==> src/rtl/frac_lut6_cfg_pkg.sv <==
`default_nettype none
// ============================================================================
//  Module   : frac_lut6_cfg_pkg
//  Purpose  : Shared types and constants for the frac_lut6 configuration
//             loader: tile geometry, input stream width and the loader FSM
//             state encoding.
//  Revision : 1.0 - initial release
// ============================================================================
package frac_lut6_cfg_pkg;

    localparam int CFG_NUM_BITS  = 64;
    localparam int CFG_IN_WIDTH  = 8;
    localparam int CFG_NUM_BYTES = CFG_NUM_BITS / CFG_IN_WIDTH;

    typedef enum logic [2:0] {
        ST_IDLE  = 3'd0,
        ST_LOAD  = 3'd1,
        ST_SETUP = 3'd2,
        ST_PULSE = 3'd3,
        ST_HOLD  = 3'd4,
        ST_DONE  = 3'd5
    } cfg_state_e;

endpackage : frac_lut6_cfg_pkg
`default_nettype wire

==> src/rtl/cfg_word_assembler.sv <==
`default_nettype none
// ============================================================================
//  Module   : cfg_word_assembler
//  Purpose  : Collects the configuration byte stream into one NUM_BITS-wide
//             word. Byte k bit j lands in word bit k*IN_WIDTH + j.
//  Ports    : clk, rst      - clock, synchronous active-high reset
//             clear         - empties the word and rewinds the byte counter
//             load_en       - a byte is offered on i_data this cycle
//             i_data        - configuration byte
//             full          - all bytes of the word have been captured
//             o_last        - the next accepted byte completes the word
//             o_word_next   - value the word register takes at the next edge
//  Revision : 1.0 - initial release
// ============================================================================
module cfg_word_assembler
    import frac_lut6_cfg_pkg::*;
#(
    parameter int NUM_BITS = CFG_NUM_BITS,
    parameter int IN_WIDTH = CFG_IN_WIDTH
) (
    input  logic                clk,
    input  logic                rst,
    input  logic                clear,
    input  logic                load_en,
    input  logic [IN_WIDTH-1:0] i_data,
    output logic                full,
    output logic                o_last,
    output logic [0:NUM_BITS-1] o_word_next
);

    localparam int c_num_bytes = NUM_BITS / IN_WIDTH;
    localparam int c_cnt_w     = $clog2(c_num_bytes) + 1;

    logic [c_cnt_w-1:0]  r_cnt;
    logic [0:NUM_BITS-1] r_word;
    logic [0:NUM_BITS-1] w_word_next;
    logic                w_accept;

    // A full word ignores further bytes so the counter never runs past its
    // terminal value.
    assign w_accept = load_en && !full;

    // Each byte slot is written only when the counter points at it; all other
    // bits hold. Constant indices keep the insert a plain mux per bit.
    for (genvar k = 0; k < c_num_bytes; k++) begin : g_byte
        for (genvar j = 0; j < IN_WIDTH; j++) begin : g_bit
            assign w_word_next[k*IN_WIDTH + j] =
                (w_accept && (r_cnt == c_cnt_w'(k))) ? i_data[j]
                                                      : r_word[k*IN_WIDTH + j];
        end
    end

    always_ff @(posedge clk) begin
        if (rst || clear) begin
            r_cnt  <= '0;
            r_word <= '0;
        end else begin
            r_word <= w_word_next;
            if (w_accept) begin
                r_cnt <= r_cnt + 1'b1;
            end
        end
    end

    assign full        = (r_cnt == c_cnt_w'(c_num_bytes));
    assign o_last      = (r_cnt == c_cnt_w'(c_num_bytes - 1));
    assign o_word_next = w_word_next;

endmodule : cfg_word_assembler
`default_nettype wire

==> src/rtl/frac_lut6_cfg_loader.sv <==
`default_nettype none
// ============================================================================
//  Module   : frac_lut6_cfg_loader
//  Purpose  : Loads a frac_lut6 truth table from a byte stream and writes it
//             into the tile's latch memory with a setup / word-line pulse /
//             hold sequence.
//  Ports    : prog_clk, reset - clock, synchronous active-high reset
//             start           - request a load (honoured in IDLE only)
//             in_data/in_valid/in_ready - byte stream handshake
//             bl, wl          - bit-line data and word-line enables
//             busy            - any state other than IDLE
//             done            - one-cycle pulse when the write completes
//             err             - sticky protocol-violation flag
//  Revision : 1.0 - initial release
// ============================================================================
module frac_lut6_cfg_loader
    import frac_lut6_cfg_pkg::*;
#(
    parameter int NUM_BITS     = CFG_NUM_BITS,
    parameter int IN_WIDTH     = CFG_IN_WIDTH,
    parameter int PULSE_CYCLES = 2
) (
    input  logic                prog_clk,
    input  logic                reset,
    input  logic                start,
    input  logic [IN_WIDTH-1:0] in_data,
    input  logic                in_valid,
    output logic                in_ready,
    output logic [0:NUM_BITS-1] bl,
    output logic [0:NUM_BITS-1] wl,
    output logic                busy,
    output logic                done,
    output logic                err
);

    localparam logic [3:0] c_pulse_last = 4'(PULSE_CYCLES - 1);

    cfg_state_e          r_state;
    cfg_state_e          w_state_next;
    logic [3:0]          r_pulse_cnt;

    logic [0:NUM_BITS-1] r_bl;
    logic [0:NUM_BITS-1] r_wl;
    logic                r_busy;
    logic                r_done;
    logic                r_err;

    logic [0:NUM_BITS-1] w_bl_d;
    logic [0:NUM_BITS-1] w_wl_d;
    logic                w_busy_d;
    logic                w_done_d;
    logic                w_err_d;

    logic                w_start_ok;
    logic                w_load_en;
    logic                w_full;
    logic                w_last;
    logic [0:NUM_BITS-1] w_word_next;

    assign w_start_ok = (r_state == ST_IDLE) && start;
    assign w_load_en  = (r_state == ST_LOAD) && in_valid;

    cfg_word_assembler #(
        .NUM_BITS (NUM_BITS),
        .IN_WIDTH (IN_WIDTH)
    ) u_asm (
        .clk         (prog_clk),
        .rst         (reset),
        .clear       (w_start_ok),
        .load_en     (w_load_en),
        .i_data      (in_data),
        .full        (w_full),
        .o_last      (w_last),
        .o_word_next (w_word_next)
    );

    // ---------------------------------------------------------------- state
    always_ff @(posedge prog_clk) begin
        if (reset) begin
            r_state <= ST_IDLE;
        end else begin
            r_state <= w_state_next;
        end
    end

    // ----------------------------------------------------------- next state
    always_comb begin
        w_state_next = r_state;
        case (r_state)
            ST_IDLE:  if (start) w_state_next = ST_LOAD;
            ST_LOAD:  if (in_valid && w_last && !w_full) w_state_next = ST_SETUP;
            ST_SETUP: w_state_next = ST_PULSE;
            ST_PULSE: if (r_pulse_cnt == c_pulse_last) w_state_next = ST_HOLD;
            ST_HOLD:  w_state_next = ST_DONE;
            ST_DONE:  w_state_next = ST_IDLE;
            default:  w_state_next = ST_IDLE;
        endcase
    end

    // -------------------------------------------------------------- outputs
    // Registered outputs are decoded from the next state so that they line up
    // with the state they describe. bl takes the assembler's next word so the
    // byte accepted on the last LOAD cycle is already present in SETUP.
    always_comb begin
        in_ready = (r_state == ST_LOAD);
        w_bl_d   = '0;
        w_wl_d   = '0;
        w_busy_d = (w_state_next != ST_IDLE);
        w_done_d = (w_state_next == ST_DONE);
        w_err_d  = r_err;

        if ((w_state_next == ST_SETUP) || (w_state_next == ST_PULSE) ||
            (w_state_next == ST_HOLD)) begin
            w_bl_d = w_word_next;
        end
        if (w_state_next == ST_PULSE) begin
            w_wl_d = '1;
        end

        if (w_start_ok) begin
            w_err_d = 1'b0;
        end else if ((r_state == ST_IDLE) && in_valid) begin
            w_err_d = 1'b1;
        end else if ((r_state != ST_IDLE) && start) begin
            w_err_d = 1'b1;
        end
    end

    always_ff @(posedge prog_clk) begin
        if (reset) begin
            r_bl        <= '0;
            r_wl        <= '0;
            r_busy      <= 1'b0;
            r_done      <= 1'b0;
            r_err       <= 1'b0;
            r_pulse_cnt <= '0;
        end else begin
            r_bl   <= w_bl_d;
            r_wl   <= w_wl_d;
            r_busy <= w_busy_d;
            r_done <= w_done_d;
            r_err  <= w_err_d;
            // Counts pulse cycles; stops at the terminal value and rewinds
            // as soon as PULSE is left.
            if ((r_state == ST_PULSE) && (r_pulse_cnt != c_pulse_last)) begin
                r_pulse_cnt <= r_pulse_cnt + 4'd1;
            end else begin
                r_pulse_cnt <= '0;
            end
        end
    end

    assign bl   = r_bl;
    assign wl   = r_wl;
    assign busy = r_busy;
    assign done = r_done;
    assign err  = r_err;

endmodule : frac_lut6_cfg_loader
`default_nettype wire
==> config.mk <==
export PLATFORM = sky130hd
export DESIGN_NAME = frac_lut6_cfg_loader
export DESIGN_NICKNAME = d
export VERILOG_FILES = /design/src/rtl/frac_lut6_cfg_pkg.sv /design/src/rtl/cfg_word_assembler.sv /design/src/rtl/frac_lut6_cfg_loader.sv
export SDC_FILE = /design/constraint.sdc
export NUM_CORES = 1
export LEC_CHECK = 0
export CAP_MARGIN = 20
export CORE_MARGIN = 1
export CORE_UTILIZATION = 51
export CTS_CLUSTER_DIAMETER = 150
export DETAILED_ROUTE_END_ITERATION = 8
export GPL_ROUTABILITY_DRIVEN = 0
export GPL_TIMING_DRIVEN = 1
export PLACE_DENSITY_LB_ADDON = 0.1
export SYNTH_ARGS = -nofsm -noshare
export SYNTH_HDL_FRONTEND = slang
export SYNTH_SLANG_ARGS = --single-unit
==> constraint.sdc <==
create_clock -name prog_clk -period 5.6 [get_ports prog_clk]
set_clock_uncertainty 0.15 [all_clocks]
set_input_delay 1.12 -clock prog_clk [delete_from_list [all_inputs] [get_ports prog_clk]]
set_output_delay 1.12 -clock prog_clk [all_outputs]
set_load 0.01 [all_outputs]
# --- Yosys cells after proc, flatten, opt, wreduce, memory -nomap -nowiden ---
# Cells that the tools add are included.
word_totals:
  regBits: 206
  input_bits: 12
  out_inout_bits: 132
op_classes:
  n_addsub: 2
  n_eq_ne: 18
  muxes: 71
  bitwise: 2
  reduce_logical: 28
op_table:
  columns: ["operator", "count"]
  rows:
  - ["2-to-1 mux 1 bit", 66]
  - ["2-to-1 mux 64 bit", 1]
  - ["== test 4 x 3 -> 1 bit, second input constant", 4]
  - ["logical AND 1 bit", 16]
  - ["one-hot mux 3 bit (5 select lines)", 1]
  - ["== test 3 x 2 -> 1 bit, second input constant", 4]
  - ["== test 3 bit, second input constant", 3]
  - ["2-to-1 mux 3 bit", 3]
  - ["adder 4 x 1 -> 4 bit, second input constant", 2]
  - ["== test 4 x 1 -> 1 bit, second input constant", 2]
  - ["== test 4 x 2 -> 1 bit, second input constant", 2]
  - ["nonzero test 3 bit", 2]
  - ["OR reduction 2 bit", 3]
  - ["== test 4 bit, second input constant", 1]
  - ["logical NOT 4 bit", 1]
  - ["inequality test 4 x 1 -> 1 bit, second input constant", 1]
  - ["== test 3 x 1 -> 1 bit, second input constant", 1]
  - ["logical NOT 3 bit", 1]
  - ["logical OR 1 bit", 3]
  - ["inverter 1 bit", 2]
  - ["nonzero test 2 bit", 1]
  - ["logical NOT 1 bit", 1]

# --- Depth between registers and ports, before layout ---
# Gate-level depths: netlist of the first run.
depth:
  depth_word: 10
  ltp_mapped: 6
  depth_no_buf: 6

# --- Modules after synthesis ---
# From an unflattened synthesis of the first run, not the netlist that was laid out.
unflattened:
  cells_unflattened: 493
  area_unflattened_um2: 5639.2
modules_own_cells:
  columns: ["mod", "instances", "cells_each", "area_per_inst_um2"]
  rows:
  - ["cfg_word_assembler", 1, 242, 2940.3]
  - ["frac_lut6_cfg_loader", 1, 251, 2698.8]

# --- Least setup slack after synthesis of the first run ---
# OpenSTA, ideal clock, no wires.
synth_timing:
  path_type: "register -> output"
  startpoint: "register wl[1] (netlist name)"
  endpoint: "output wl[0] in the netlist's numbering"
  t_arrival_ns: 1.643
  t_required_ns: 4.330
  setup_slack_ns: 2.687
  path_stages_with_launch: 2
  cell_sequence: "dfxtp_1 buf_4"
synth_rtl:
  columns: ["item", "line_no", "text"]
  rows:
  - ["end, declared", "frac_lut6_cfg_loader.sv:30", "output logic [0:NUM_BITS-1] wl,"]

==> results.md, run 1 <==
- Outcome: complete, no violations
- Pleak: 0.00258 µW
- CTS Hold Bufs: 0
- Area Growth Syn to Fin: 31.8%
- Die Ht: 102 µm
- RSZ-0062 raised after global routing: false
- Fillers: 755
- Post-route cell area: 6680 µm²
- CP Data Required Time: 4.33 ns
- CTS sink cnt: 143
- Post-CTS Setup Bufs: 0
- Hold_ws: 0.317 ns
- HPWL Detailed: 6310 µm
- Post-route setup TNS: 0 ns
- Most frequent cells in the layout: clkdlybuf4s50_1 (143), dfxtp_1 (142), nor2_1 (138)
- N_diodes: 0
- Vias: about 3300
- Startpoint type of the worst setup path: flip-flop
- Worst skew pair latency: 0.51 ns
- Starting density of the core: 52.4%
- Detailed Route WL: a little under 10000 µm
- Net Count, Synth: 508
- Main synth FF type: dfxtp_1
- HP Class: reg -> reg
- PostCTS Resize Cnt: 0
- Clock buffer depth: 2
- Post-Syn Area: between 5000 and 6000 µm²
- Slew headroom: approximately 40%
- Final non-filler cell total: 708
- Cts bufs inserted: 17
- Die area: ~10000 µm²
- Endpoints failing hold: 0
- Max H-tree Level: 4
- Vias per cell: 4.65
- Worst Max-Slew Pin Slew: approximately 0.90 ns
- Die width: 102 µm
- CP delay by family, top: flip-flops
- WL/cell: 13.7 µm
- Mean Syn Cell Area: a little over 10 µm²
- Port Buffers: 143
- Total grt overflow: 0
- Synthesized netlist cell count: 490
- Peak VDD IR: roughly 270 µV
- CP max stage cell: dfxtp_2
- Starting DRT DRC Count: 116
- #FFs+latches synth: 143
- Worst path buffer plus inverter count: 1
- Most common cell after layout, fill and taps aside: clkdlybuf4s50_1
- Fin crit share: roughly three fifths
- Dpl cells: 676
- Fraction of registers with async set/reset: 0%
- Cells on worst reg2reg path: 4
- Critical path class: reg -> out
- Worst path cell trace: clkdlybuf4s50_1
- WP depth: 1
- Total Nets Final: about 580
- Max Cap Violations: 0
- Core outline area: 9680 µm²
- Clock root buffer: clkbuf_8
- Row cnt: 36
- Worst EP arrival: 2.11 ns
- Max Freq: 0.296 GHz
- PD cells: roughly 330 nW/µm²
- Worst Setup End Kind: output pin
- Largest net degree at the start of global routing: 65
- Final Setup Violations: 0
- Critical path's largest stage delay: slightly below 0.9 ns
- Ys Warns: 0
- Distinct cells, synth: 33
- Drt first pass iters: 4
- Max Slew Vio Count: 0
- DP Area: 6050 µm²
- Residual DRC: 0
- Final ANT Viol Nets: 0
- Layout cell share with drive strength beyond 1: 6.96%
- Initial antenna violation count: 0
- Post-synth EDFFs: 0
- Min Tclk post-route: 3.38 ns
- GRT Util Overall: between 10% and 20%
- Clock Pin Slew Worst Setup and Hold Paths: 0.06 ns
- First-pass GRT wire length: 14600 µm
- I/O pin total: 144
- Register area share after synthesis: 56.5%
- Vias in the first global route: 2951
- CTS tree: done
- Crit path max fanout: 64
- Worst hold path depth: 1
-- per-layer routing --
layer	wire, µm	track usage (%)	part of all wire, %	vias up
li1	-	-	-	1650
met1	4350	22.7	45	1514
met2	4530	31.9	47	115
met3	721	6.42	7.4	13
met4	136	8.70	1.4	0
met5	0	0	0	-
-- cell type report --
class / count / area, µm² / share of cell area [%]
Sequential cell: 143 / 2860 / 42.9
Multi-Input combinational cell: 252 / 1570 / 23.5
Timing Repair Buffer: 145 / 1460 / 21.8
Clock buffer: 26 / 508 / 7.60
Tap cell: 133 / 166 / 2.49
Clock inverter: 5 / 100 / 1.50
Inverter: 4 / 15.0 / 0.225
-- synthesized netlist by cell type (all sizes together), types with 2 or more instances --
library cell / instances / share of area [%]
nor2: 138 / 10
nand2: 3 / 0.22
inv: 4 / 0.30
clkbuf: 6 / 0.44
xnor2: 3 / 0.52
dfxtp: 143 / 56
ha: 6 / 1.5
xor2: 2 / 0.35
nor3b: 3 / 0.44
mux2i: 64 / 13
a21oi: 2 / 0.20
buf: 85 / 12
and3: 4 / 0.59
a21o: 4 / 0.59
nand2b: 2 / 0.25
nand3: 8 / 1.2
-- sequential cells by signal (all words and copies together), names as in the netlist, 3 cells and up --
register / count
u_asm.r_cnt: 4
bl: 64
r_pulse_cnt: 4
r_state: 3
u_asm.r_word: 64
-- path summary, 6_finish.rpt --
kind,endpoint,start,slack (ns)
max,wl[30],wl[1]$_SDFF_PP0_,2.22
min,r_pulse_cnt[0]$_SDFF_PP0_,r_pulse_cnt[0]$_SDFF_PP0_,0.32
max reg2reg,u_asm.r_word[45]$_SDFF_PP0_,r_state[2]$_SDFF_PP0_,3.47
min reg2reg,r_pulse_cnt[0]$_SDFF_PP0_,r_pulse_cnt[0]$_SDFF_PP0_,0.32
-- metrics by stage --
step / setup WS, ns / power [µW] / utilization [%]
floorplan: 2.69 / 1080 / -
global placement: 2.18 / 1100 / 62.5
detailed placement: 2.15 / 1100 / 62.5
CTS: 2.15 / 2230 / 68.8
global route: 2.04 / 2280 / 69.0
finish: 2.22 / 2210 / 69.0
-- cell families after synthesis --
logic type / after synthesis / synth area share [%]
AND/OR/NAND/NOR: 167 / 14.4
multiplexers: 64 / 12.6
flip-flops: 143 / 56.5
adder cells (fa/ha/maj): 6 / 1.48
AO/OA/AOI/OAI: 10 / 1.53
buffers and inverters: 95 / 12.7
XOR/XNOR: 5 / 0.864
-- power by group --
part | switching [µW] | internal, µW | total, µW | leakage, µW
combinational | 33.6 | 19.1 | 52.7 | 0.00113
sequential | 2.40 | 1020 | 1020 | 0.00115
clock | 387 | 747 | 1130 | 0.000301
total | 423 | 1790 | 2210 | 0.00258
Power figures use the tool's default switching activity.
==> run 2, diff against run 1 <==
- CORE_UTILIZATION: 51 -> 47
- clock period: 5.6 -> 3.2 ns (I/O delays scaled with it)
==> results.md, run 2 (same netlist as run 1, synthesis figures left out) <==
- Outcome: complete, no violations
- Psw: 796 µW
- Detailed Route WL: 9880 µm
- RSZ-0062 raised after global routing: false
- Area Growth Syn to Fin: 31.6%
- Clock Pin Slew Worst Setup and Hold Paths: 0.06 ns
- Starting density of the core: 48.9%
- Final Setup Violations: 0
- WP depth: 1
- Worst skew pair latency: around 0.5 ns
- Initial antenna violation count: 0
- Cts bufs inserted: 17
- Critical path class: reg -> out
- Post-route setup TNS: 0 ns
- Min Tclk post-route: ~2.9 ns
- Fin crit share: 90.5%
- CTS Hold Bufs: 0
- Vias in the first global route: about 3100
- Clock buffer depth: 2
- HP Class: reg -> reg
- CTS sink cnt: 143
- Die width: 106 µm
- Startpoint type of the worst setup path: flip-flop
- Largest net degree at the start of global routing: 65
- Port Buffers: 143
- I/O pin total: 144
- PostCTS Resize Cnt: 0
- Seq pwr share: between 40% and 50%
- Most frequent cells in the layout: clkdlybuf4s50_1 (143), dfxtp_1 (142), nor2_1 (138)
- Endpoints failing hold: 0
- CP Data Required Time: 2.41 ns
- Worst path cell trace: clkdlybuf4s50_1
- Residual DRC: 0
- CTS tree: done
- WL/cell: 13.8 µm
- Max Freq: 0.345 GHz
- Vias per cell: between 4 and 5
- Final ANT Viol Nets: 0
- Vias: 3347
- GRT Util Overall: 18.3%
- DP Area: just over 6000 µm²
- Crit path max fanout: 64
- Post-route cell area: 6670 µm²
- Die Ht: 106 µm
- Row cnt: 37
- Max H-tree Level: 4
- Most common cell after layout, fill and taps aside: clkdlybuf4s50_1
- Max Slew Vio Count: 0
- Fillers: 872
- Gate power share: 2.7%
- CP delay by family, top: flip-flops
- Layout cell share with drive strength beyond 1: 7.94%
- Sw frac: approximately 21%
- Slew headroom: 41.4%
- Drt first pass iters: 5
- Total Nets Final: 584
- Clk pwr share: 49.2%
- Pleak: 0.00258 µW
- PD cells: 557 nW/µm²
- Worst EP arrival: roughly 2.1 ns
- Total grt overflow: 0
- Peak VDD IR: between 300 and 400 µV
- Starting DRT DRC Count: 118
- HPWL Detailed: 6580 µm
- Critical path's largest stage delay: 0.90 ns
- Core outline area: 10400 µm²
- Worst Max-Slew Pin Slew: 0.879 ns
- First-pass GRT wire length: between 15000 and 20000 µm
- CP max stage cell: dfxtp_2
- Die area: 11200 µm²
- Worst Setup End Kind: output pin
- Worst hold path depth: 2
- N_diodes: 0
- Max Cap Violations: 0
- Power Internal: 2920 µW
- Cells on worst reg2reg path: 4
- Post-CTS Setup Bufs: 0
- Worst path buffer plus inverter count: 1
- Clock root buffer: clkbuf_8
-- run 2: power groups by stage --
stage	Sequential (µW)	Combinational, µW	Clock (µW)
final	1790	99.4	1830
after global routing	1790	107	1950
after CTS	1790	100	1870
after detailed placement	1830	99.3	0
after global placement	1830	98.6	0
after floorplan	1830	55.7	0
-- run 2: layout make-up --
type	count	area [µm²]	area share, %
Tap cell	136	170	2.55
Multi-Input combinational cell	252	1570	23.5
Clock inverter	11	104	1.56
Clock buffer	21	459	6.88
Sequential cell	143	2860	42.9
Timing Repair Buffer	148	1490	22.4
Inverter	4	15.0	0.225
-- run 2: through the flow --
| step | power, µW | hold slack (ns) | instances | util [%] | setup slack (ns) |
|---|---|---|---|---|---|
| floorplan | 1890 | 0.283 | 490 | - | 0.767 |
| global placement | 1930 | 0.295 | 683 | 58.9 | 0.532 |
| detailed placement | 1930 | 0.317 | 683 | 58.9 | 0.516 |
| CTS | 3760 | 0.332 | 715 | 64.4 | 0.251 |
| global route | 3840 | 0.358 | 715 | 64.4 | 0.144 |
| finish | 3720 | 0.328 | 715 | 64.4 | 0.304 |
-- run 2: metal layers --
| layer | wire length (µm) | global-route usage, % |
|---|---|---|
| met1 | 4440 | 22.9 |
| met2 | 4550 | 29.3 |
| met3 | 788 | 6.68 |
| met4 | 97 | 5.95 |
| met5 | 0 | 0 |
-- run 2: final timing paths --
| kind | startpoint | to | slack, ns |
|---|---|---|---|
| hold reg to reg | err$_SDFFE_PP0P_ | err$_SDFFE_PP0P_ | 0.33 |
| hold / removal | err$_SDFFE_PP0P_ | err$_SDFFE_PP0P_ | 0.33 |
| setup reg to reg | r_state[0]$_SDFF_PP0_ | u_asm.r_word[54]$_SDFF_PP0_ | 1.21 |
| setup / recovery | wl[1]$_SDFF_PP0_ | wl[16] | 0.30 |
==> run 3, diff against run 2 <==
- CTS_CLUSTER_DIAMETER: 150 -> 50
==> results of run 3 <==
Same layout as run 2: the final DEF is identical, and so are final timing and power.
